### src/rtl/neo_pattern_sequencer.sv
// neo_pattern_sequencer: walks a frame-organised pattern table and drives the
// NeoPixel controller's load/send handshake in loop, one-shot or bounce order.
module neo_pattern_sequencer #(
    parameter int PIX_W   = 3,
    parameter int LEVEL_W = 8,
    parameter int DEPTH   = 64,
    parameter int HOLD_W  = 12,
    localparam int AW     = $clog2(DEPTH)
) (
    input  logic               clock,
    input  logic               reset,
    input  logic               enable,
    input  logic [1:0]         mode,
    input  logic [AW:0]        frame_len,
    input  logic [AW:0]        num_frames,
    input  logic [HOLD_W-1:0]  hold_sends,
    output logic [AW-1:0]      entry_addr,
    input  logic [PIX_W-1:0]   entry_pixel,
    input  logic [1:0]         entry_color,
    input  logic [LEVEL_W-1:0] entry_level,
    input  logic               ready_to_load,
    input  logic               ready_to_send,
    input  logic               done_wait,
    output logic               load_color,
    output logic [PIX_W-1:0]   pixel_index,
    output logic [1:0]         color_index,
    output logic [LEVEL_W-1:0] color_level,
    output logic               send_it,
    output logic               busy,
    output logic               frame_done,
    output logic               seq_done,
    output logic [AW:0]        cur_frame
);
    typedef enum logic [2:0] {IDLE, LOAD, ARM, SEND, NEXT} state_t;

    state_t            state_q, state_d;
    logic [1:0]        mode_q, mode_d;
    logic [AW:0]       len_q, len_d, nfr_q, nfr_d, f_q, f_d, base_q, base_d, idx_q, idx_d;
    logic [HOLD_W-1:0] hold_q, hold_d, sc_q, sc_d;
    logic              dir_q, dir_d;
    logic [2*AW+1:0]   total;
    logic [HOLD_W:0]   sc_inc;
    logic              cfg_ok, last_f, go_up;

    assign total  = frame_len * num_frames;
    assign cfg_ok = (frame_len != '0) && (num_frames != '0) && (total <= (2*AW+2)'(DEPTH));
    assign sc_inc = {1'b0, sc_q} + 1'b1;
    assign last_f = f_q == nfr_q - (AW+1)'(1);
    // bounce direction after any turn-around at either end of the frame range
    assign go_up  = dir_q ? (f_q == '0) : !last_f;

    assign busy        = state_q != IDLE;
    assign entry_addr  = busy ? AW'(base_q + idx_q) : '0;
    assign cur_frame   = busy ? f_q : '0;
    assign pixel_index = load_color ? entry_pixel : '0;
    assign color_level = load_color ? entry_level : '0;
    assign color_index = (load_color && entry_color != 2'd3) ? entry_color : 2'd0;

    always_comb begin
        state_d    = state_q;
        mode_d     = mode_q;
        len_d      = len_q;
        nfr_d      = nfr_q;
        hold_d     = hold_q;
        f_d        = f_q;
        base_d     = base_q;
        idx_d      = idx_q;
        sc_d       = sc_q;
        dir_d      = dir_q;
        load_color = 1'b0;
        send_it    = 1'b0;
        frame_done = 1'b0;
        seq_done   = 1'b0;
        case (state_q)
            IDLE: if (enable && cfg_ok) begin
                state_d = LOAD;
                mode_d  = mode;
                len_d   = frame_len;
                nfr_d   = num_frames;
                hold_d  = hold_sends;
                f_d     = '0;
                base_d  = '0;
                idx_d   = '0;
                sc_d    = '0;
                dir_d   = 1'b0;
            end
            LOAD: if (ready_to_load) begin
                load_color = 1'b1;
                idx_d      = (idx_q == len_q - (AW+1)'(1)) ? '0 : idx_q + 1'b1;
                state_d    = (idx_q == len_q - (AW+1)'(1)) ? ARM : LOAD;
            end
            ARM: if (ready_to_send) begin
                send_it = 1'b1;
                state_d = SEND;
            end
            SEND: if (done_wait) begin
                // hold_sends of 0 still yields one send: sc_inc is never below 1
                state_d = (sc_inc >= {1'b0, hold_q}) ? NEXT : ARM;
                sc_d    = (sc_inc >= {1'b0, hold_q}) ? sc_q : sc_q + 1'b1;
            end
            NEXT: begin
                frame_done = 1'b1;
                sc_d       = '0;
                state_d    = enable ? LOAD : IDLE;
                if (mode_q == 2'b10) begin
                    if (nfr_q != (AW+1)'(1)) begin
                        dir_d  = !go_up;
                        f_d    = go_up ? f_q + 1'b1 : f_q - 1'b1;
                        base_d = go_up ? base_q + len_q : base_q - len_q;
                    end
                end else if (last_f) begin
                    f_d      = '0;
                    base_d   = '0;
                    seq_done = mode_q == 2'b01;
                    state_d  = (mode_q == 2'b01 || !enable) ? IDLE : LOAD;
                end else begin
                    f_d    = f_q + 1'b1;
                    base_d = base_q + len_q;
                end
            end
            default: state_d = IDLE;
        endcase
    end

    always_ff @(posedge clock) begin
        if (reset) begin
            state_q <= IDLE;
            mode_q  <= '0;
            len_q   <= '0;
            nfr_q   <= '0;
            hold_q  <= '0;
            f_q     <= '0;
            base_q  <= '0;
            idx_q   <= '0;
            sc_q    <= '0;
            dir_q   <= 1'b0;
        end else begin
            state_q <= state_d;
            mode_q  <= mode_d;
            len_q   <= len_d;
            nfr_q   <= nfr_d;
            hold_q  <= hold_d;
            f_q     <= f_d;
            base_q  <= base_d;
            idx_q   <= idx_d;
            sc_q    <= sc_d;
            dir_q   <= dir_d;
        end
    end
endmodule

### config.mk
export PLATFORM = sky130hd
export DESIGN_NAME = neo_pattern_sequencer
export DESIGN_NICKNAME = d
export VERILOG_FILES = /design/src/rtl/neo_pattern_sequencer.sv
export SDC_FILE = /design/constraint.sdc
export NUM_CORES = 1
export LEC_CHECK = 0
export ABC_AREA = 1
export BUFFER_PORTS_ARGS = -buffer_cell sky130_fd_sc_hd__buf_4
export CAP_MARGIN = 25
export CORE_UTILIZATION = 40
export CTS_CLUSTER_SIZE = 25
export DETAILED_ROUTE_END_ITERATION = 8
export HOLD_SLACK_MARGIN = 0.02
export SYNTH_ARGS = -nofsm -noshare
export SYNTH_HDL_FRONTEND = slang
export SYNTH_SLANG_ARGS = --single-unit
### constraint.sdc
create_clock -name clock -period 6.31 [get_ports clock]
set_input_delay 0.631 -clock clock [delete_from_list [all_inputs] [get_ports clock]]
set_output_delay 0.631 -clock clock [all_outputs]
set_load 0.01 [all_outputs]
After elaboration in Yosys (flattened, before gate mapping)

Index checks and enable logic that the tools add are counted.

Register bits: 65
Bits of input ports: 47
Output and inout bits: 31
Word-level logic and storage cells: 110

Add/sub/neg operators: 10
Multiply operators: 1
$lt $le $gt $ge: 2
Eq/ne operators: 18
Multiplexer cells: 47
Reductions and logical operators: 22

Operator list:

| operator                                              | count |
|---|---|
| two-way mux 7 bit                                     | 12 |
| one-hot mux 7 bit (2 select lines)                    | 3 |
| two-way mux 12 bit                                    | 3 |
| one-hot mux 12 bit (3 select lines)                   | 1 |
| subtractor 7 x 1 -> 7 bit (second input constant)     | 3 |
| two-way mux 3 bit                                     | 6 |
| two-way mux 1 bit                                     | 16 |
| != test 2 bit (second input constant)                 | 8 |
| one-hot mux 3 bit (5 select lines)                    | 1 |
| adder 7 x 1 -> 7 bit (second input constant)          | 2 |
| equality test 7 bit                                   | 2 |
| <= comparator 14 x 7 -> 1 bit (second input constant) | 1 |
| multiplier 7 x 7 -> 14 bit                            | 1 |
| nonzero test 7 bit                                    | 2 |
| adder 12 x 1 -> 13 bit (second input constant)        | 1 |
| >= comparator 13 x 12 -> 1 bit                        | 1 |
| adder 12 x 1 -> 12 bit (second input constant)        | 1 |
| AND reduction 4 bit                                   | 3 |
| two-way mux 8 bit                                     | 1 |
| adder 7 bit                                           | 1 |
| zero test 7 bit                                       | 1 |
| != test 7 x 1 -> 1 bit (second input constant)        | 1 |
| subtractor 7 bit                                      | 1 |
| adder 6 bit                                           | 1 |
| 17 further kinds                                      | 27 |

Longest topological paths before layout

Depth in word-level cells: 8
Gate-level depth with buffers: 29
Gate-level depth less buffers: 27

Worst setup path after synthesis

OpenSTA, ideal clock, no wires.

Kind: input -> register
Start point: input port frame_len[0]
End point: register sc_q[10]
Setup time: 0.114 ns
Arrival: 4.694 ns
Data required time: 6.196 ns
Path slack: 1.502 ns
Stages: 23
Buffers on the path: 2
Cells stage by stage: buf_2 nand2_1 fa_1 fa_1 inv_1 fa_1 inv_1 fa_1 inv_1 ha_1 nand2_2 inv_1 nand2_1 nand2_1 nand2_1 nand4_1 a21oi_2 nand3_4 nand2_4 nand3_4 buf_2 a21oi_1 nor2_1

Cells in the longest elaborated chain, start to end: 6
Elaborated cells between the ends (all ways): 8
Those cells by class: mul: 1; order compare: 1; eq/ne: 1; reduce/logical: 5

RTL lines:

| what                                                                      | RTL line | source |
|---|---|---|
| from (decl)                                                               | 14       | `input logic [AW:0] frame_len,` |
| multiplier 7 x 7 -> 14 bit / nonzero test 7 bit (equally long branches)   | 45, 46   |  |
| <= comparator 14 x 7 -> 1 bit / logical AND 1 bit (equally long branches) | 46       | `assign cfg_ok = (frame_len != '0) && (num_frames != '0) && (total <= (2*AW+2)'(DEPTH));` |
| logical AND 1 bit *                                                       | 46       |  |
| logical AND 1 bit *                                                       | 75       | `IDLE: if (enable && cfg_ok) begin` |
| != test 2 bit (no source line) *                                          | n/a      |  |
| AND reduction 4 bit (no source line) *                                    | n/a      |  |
| to (signal assigned)                                                      | 135      | `sc_q <= '0;` |
| to (signal assigned)                                                      | 146      | `sc_q <= sc_d;` |
| to (decl)                                                                 | 39       | `logic [HOLD_W-1:0] hold_q, hold_d, sc_q, sc_d;` |

Mark *: on every way between the ends. The rest lies on a longest branch, timed or not.
A chain may end at the register's enable or synchronous reset.

Worst setup path in the final report

Start point: input port frame_len[0]
End point: register idx_q[3]

Cells in the longest elaborated chain, start to end: 6
Elaborated cells between the ends (all ways): 8
Those cells by class: mul: 1; order compare: 1; eq/ne: 1; reduce/logical: 5

RTL lines:

| what                                                                      | RTL line | source |
|---|---|---|
| multiplier 7 x 7 -> 14 bit / nonzero test 7 bit (equally long branches)   | 45, 46   |  |
| <= comparator 14 x 7 -> 1 bit / logical AND 1 bit (equally long branches) | 46       |  |
| logical AND 1 bit *                                                       | 46       |  |
| logical AND 1 bit *                                                       | 75       |  |
| != test 2 bit (no source line) *                                          | n/a      |  |
| AND reduction 3 bit (no source line) *                                    | n/a      |  |
| to (signal assigned)                                                      | 145      | `idx_q <= idx_d;` |
| to (decl)                                                                 | 38       | `logic [AW:0] len_q, len_d, nfr_q, nfr_d, f_q, f_d, base_q, base_d, idx_q, idx_d;` |

Marked as above.

==> run metrics <==
Yosys cell types 37; Starting Density 0.413; Rows between 40 and 50; Fillers between 1,500 and 2,000; post-DP HPWL ~13 mm; critical path's slowest cell fa_1; M2 GR Usage 0.328; Via-to-Cell Ratio around 4.7; slew margin rel. 0.307; GR Util met3 0.0384; synthesized flop and latch total 64; Synth top area share 0.186; min cycle time layout ~4.9 ns; Area contributors post-synth dfxtp_1, nand2_1, ha_1, inv_1, nor2_1; Syn Std Cell Area a little under 7000 sq um; outcome complete, no violations; final total power around 2200 uW; clock skew 0.00575 ns; core box area between 15,000 and 20,000 sq um; largest net degree at the start of global routing between 50 and 60; Buf/Inv on CP 7; FFs w/ async S/R, synth 0; Critical Path Max Stage Delay about 0.55 ns; CP max FO slightly above 40; critical path's top delay family adder cells; first-pass GRT wire length roughly 29 mm; Clock Latency Late Sink around 0.34 ns; unrepaired setup endpoints after global routing false; period utilization 0.783; GPL Wtd Cong 0.901; ANT cells 0; TNS Setup 0 ns; Final Hold Vio Count 0; number of synthesized flops with an enable pin 0; Worst-Margin Slew between 1 and 1.5 ns; fin nets 1,299; pwr/cell area approximately 280 nW/um^2; Worst IR Drop VDD around 0.14 mV; Port Buffers 77; die area about 18,000 sq um; worst hold path endpoint dir_q; final instance area between 7000 and 8000 sq um; Worst Path Required 6.54 ns; ys flop type dfxtp_1; reg-to-reg startpoint sc_q[0]; met1 usage 0.276; GR peak layer met2; WS Path Type primary input to flip-flop; syn_nets roughly 1,200; Syn. warnings 0; worst hold path class flip-flop to flip-flop; area grow syn2layout 14.1%; clk slew on worst S/H paths ~0.050 ns; # DRC 0; most frequent CP cell nand2_1; number of CTS-inserted buffers 9; initial antenna violation count 0; total wire length approximately 17 mm; worst-case reg-to-reg path depth 18; hold_buf cts 0; TritonCTS clock tree built; Clock Sinks 64; DRT antenna net count 0; die height around 130 um; LEAKAGE between 0.004 and 0.005 uW; DR vias roughly 6,500; fmax a little over 200 MHz; GRT Residual Overflow 0; I/O pin total 78; critical path arrival approximately 5.2 ns; clk root buf clkbuf_16; register area share after synthesis 0.186; detailed-router iteration count before antenna repair 5; vias in the first global route 6,064; Hold Crit Depth 2; post-CTS sizing 0; Post-CTS Setup Inserts 0; ratio of cells with drive above 1 in the final layout 0.103; Finished Core Util 0.472; CTS HTree Levels 3; Synth Instances around 1,100; Setup crit end kind flip-flop; syn_area_per_cell approximately 6.2 sq um; Max Buffers Root-to-Sink 2; setup violators final 0; end of the worst register-to-register path sc_q[2]; global-route usage over all layers 0.203; Starting DRT DRC Count 322; max-cap violations 0; width of the die about 130 um; crit start category primary input; min-delay src dir_q; Slew Viols, Final 0; cell accounting for the most synthesized area dfxtp_1; slack of the worst reg-to-reg path roughly 3.1 ns; Avg WL per Cell 12.3 um; Post-DP Area ~7600 sq um
## synth_stat cells, types with 2 or more instances
master	number
buf_2	20
a21oi_2	2
nor2_2	6
xor2_1	30
inv_1	191
ha_1	66
nand3_1	66
a21oi_1	52
o21ai_0	43
nor3b_1	3
buf_6	6
nand3_4	2
clkbuf_1	11
xnor2_1	9
nor2_1	183
inv_2	4
nand2_2	3
dfxtp_1	64
nand2_4	3
o21ai_1	5
o211ai_1	3
nand4_1	14
nand2_1	272
clkbuf_2	3
nand3b_1	3
nor3_1	7
fa_1	27
## cell families (layout without fill, tap and decap cells)
| group | after synthesis | after routing | share of synthesized area |
|---|---|---|---|
| DFF | 64 | 64 | 0.186 |
| and+or+nand+nor | 565 | 565 | 0.341 |
| buffers and inverters | 237 | 293 | 0.140 |
| xor gates and xnor gates | 39 | 39 | 0.0495 |
| adders and majority gates | 93 | 93 | 0.198 |
| AOI/OAI and AO/OA | 110 | 110 | 0.0861 |
## worst max-delay path by stage
stage	to	slack (ns)	depth (start not counted)	from
finish	idx_q[3]	1.37	26	frame_len[0]
detailed placement	idx_q[3]	1.02	26	frame_len[0]
global placement	idx_q[1]	1.11	26	frame_len[0]
floorplan	sc_q[10]	1.50	23	frame_len[0]
global route	idx_q[1]	0.99	26	frame_len[0]
CTS	idx_q[3]	1.37	26	frame_len[0]
## layout by cell type (no fill, tap or decap), types with 2 or more instances in the layout
cell       count
dfxtp_1       64
xnor2_1        9
nor2_2         6
buf_4         80
nand4_1       14
inv_1        191
a21oi_1       52
o211ai_1       3
nor3_1         7
o21ai_1        5
a21oi_2        2
fa_1          27
nor3b_1        3
nand2_1      272
clkbuf_8       4
ha_1          66
xor2_1        30
nand3_1       66
nand3_4        2
nand2_2        3
nand2_4        3
nand3b_1       3
inv_2          4
o21ai_0       43
nor2_1       183
clkbuf_16      9
## layout make-up
cell class | instances | area [sq um] | area share
Multi-Input combinational cell | 807 | 4660 | 0.591
Sequential cell | 64 | 1280 | 0.163
Inverter | 196 | 736 | 0.0934
Timing Repair Buffer | 81 | 612 | 0.0776
Clock buffer | 14 | 284 | 0.0360
Tap cell | 220 | 275 | 0.0349
Clock inverter | 2 | 35.0 | 0.00445
## stage by stage
stage                     hold WS (ns)  instances  setup slack, ns
after floorplan                  0.459       1108             1.50
after global placement           0.485       1367             1.11
after detailed placement         0.490       1368             1.02
after CTS                        0.498       1384             1.37
after global routing             0.512       1384            0.995
final                            0.494       1384             1.37
## flip-flops by register name, indices dropped and copies added (netlist names)
name	flops
base_q	6
dir_q	1
f_q	7
hold_q	12
idx_q	7
len_q	7
mode_q	2
nfr_q	7
sc_q	12
state_q	3
## metal layers
metal  routed length [um]  up-vias
li1                     -     3498
met4                  193        0
met3                  770       15
met1                 8380     2886
met5                    0        -
met2                 7650      110
## tightest hold or removal path: cells and delay by family, from the launching register on
kind            cells  cell delay (ns)
simple gates        1             0.07
flops               1             0.33
compound gates      1             0.05
## report_power, final
part / internal (uW) / switching (uW) / total [uW]
clock: 348 / 186 / 535
sequential: 468 / 73.6 / 541
combinational: 451 / 700 / 1150
total: 1270 / 960 / 2230
Power figures use the tool's default switching activity.
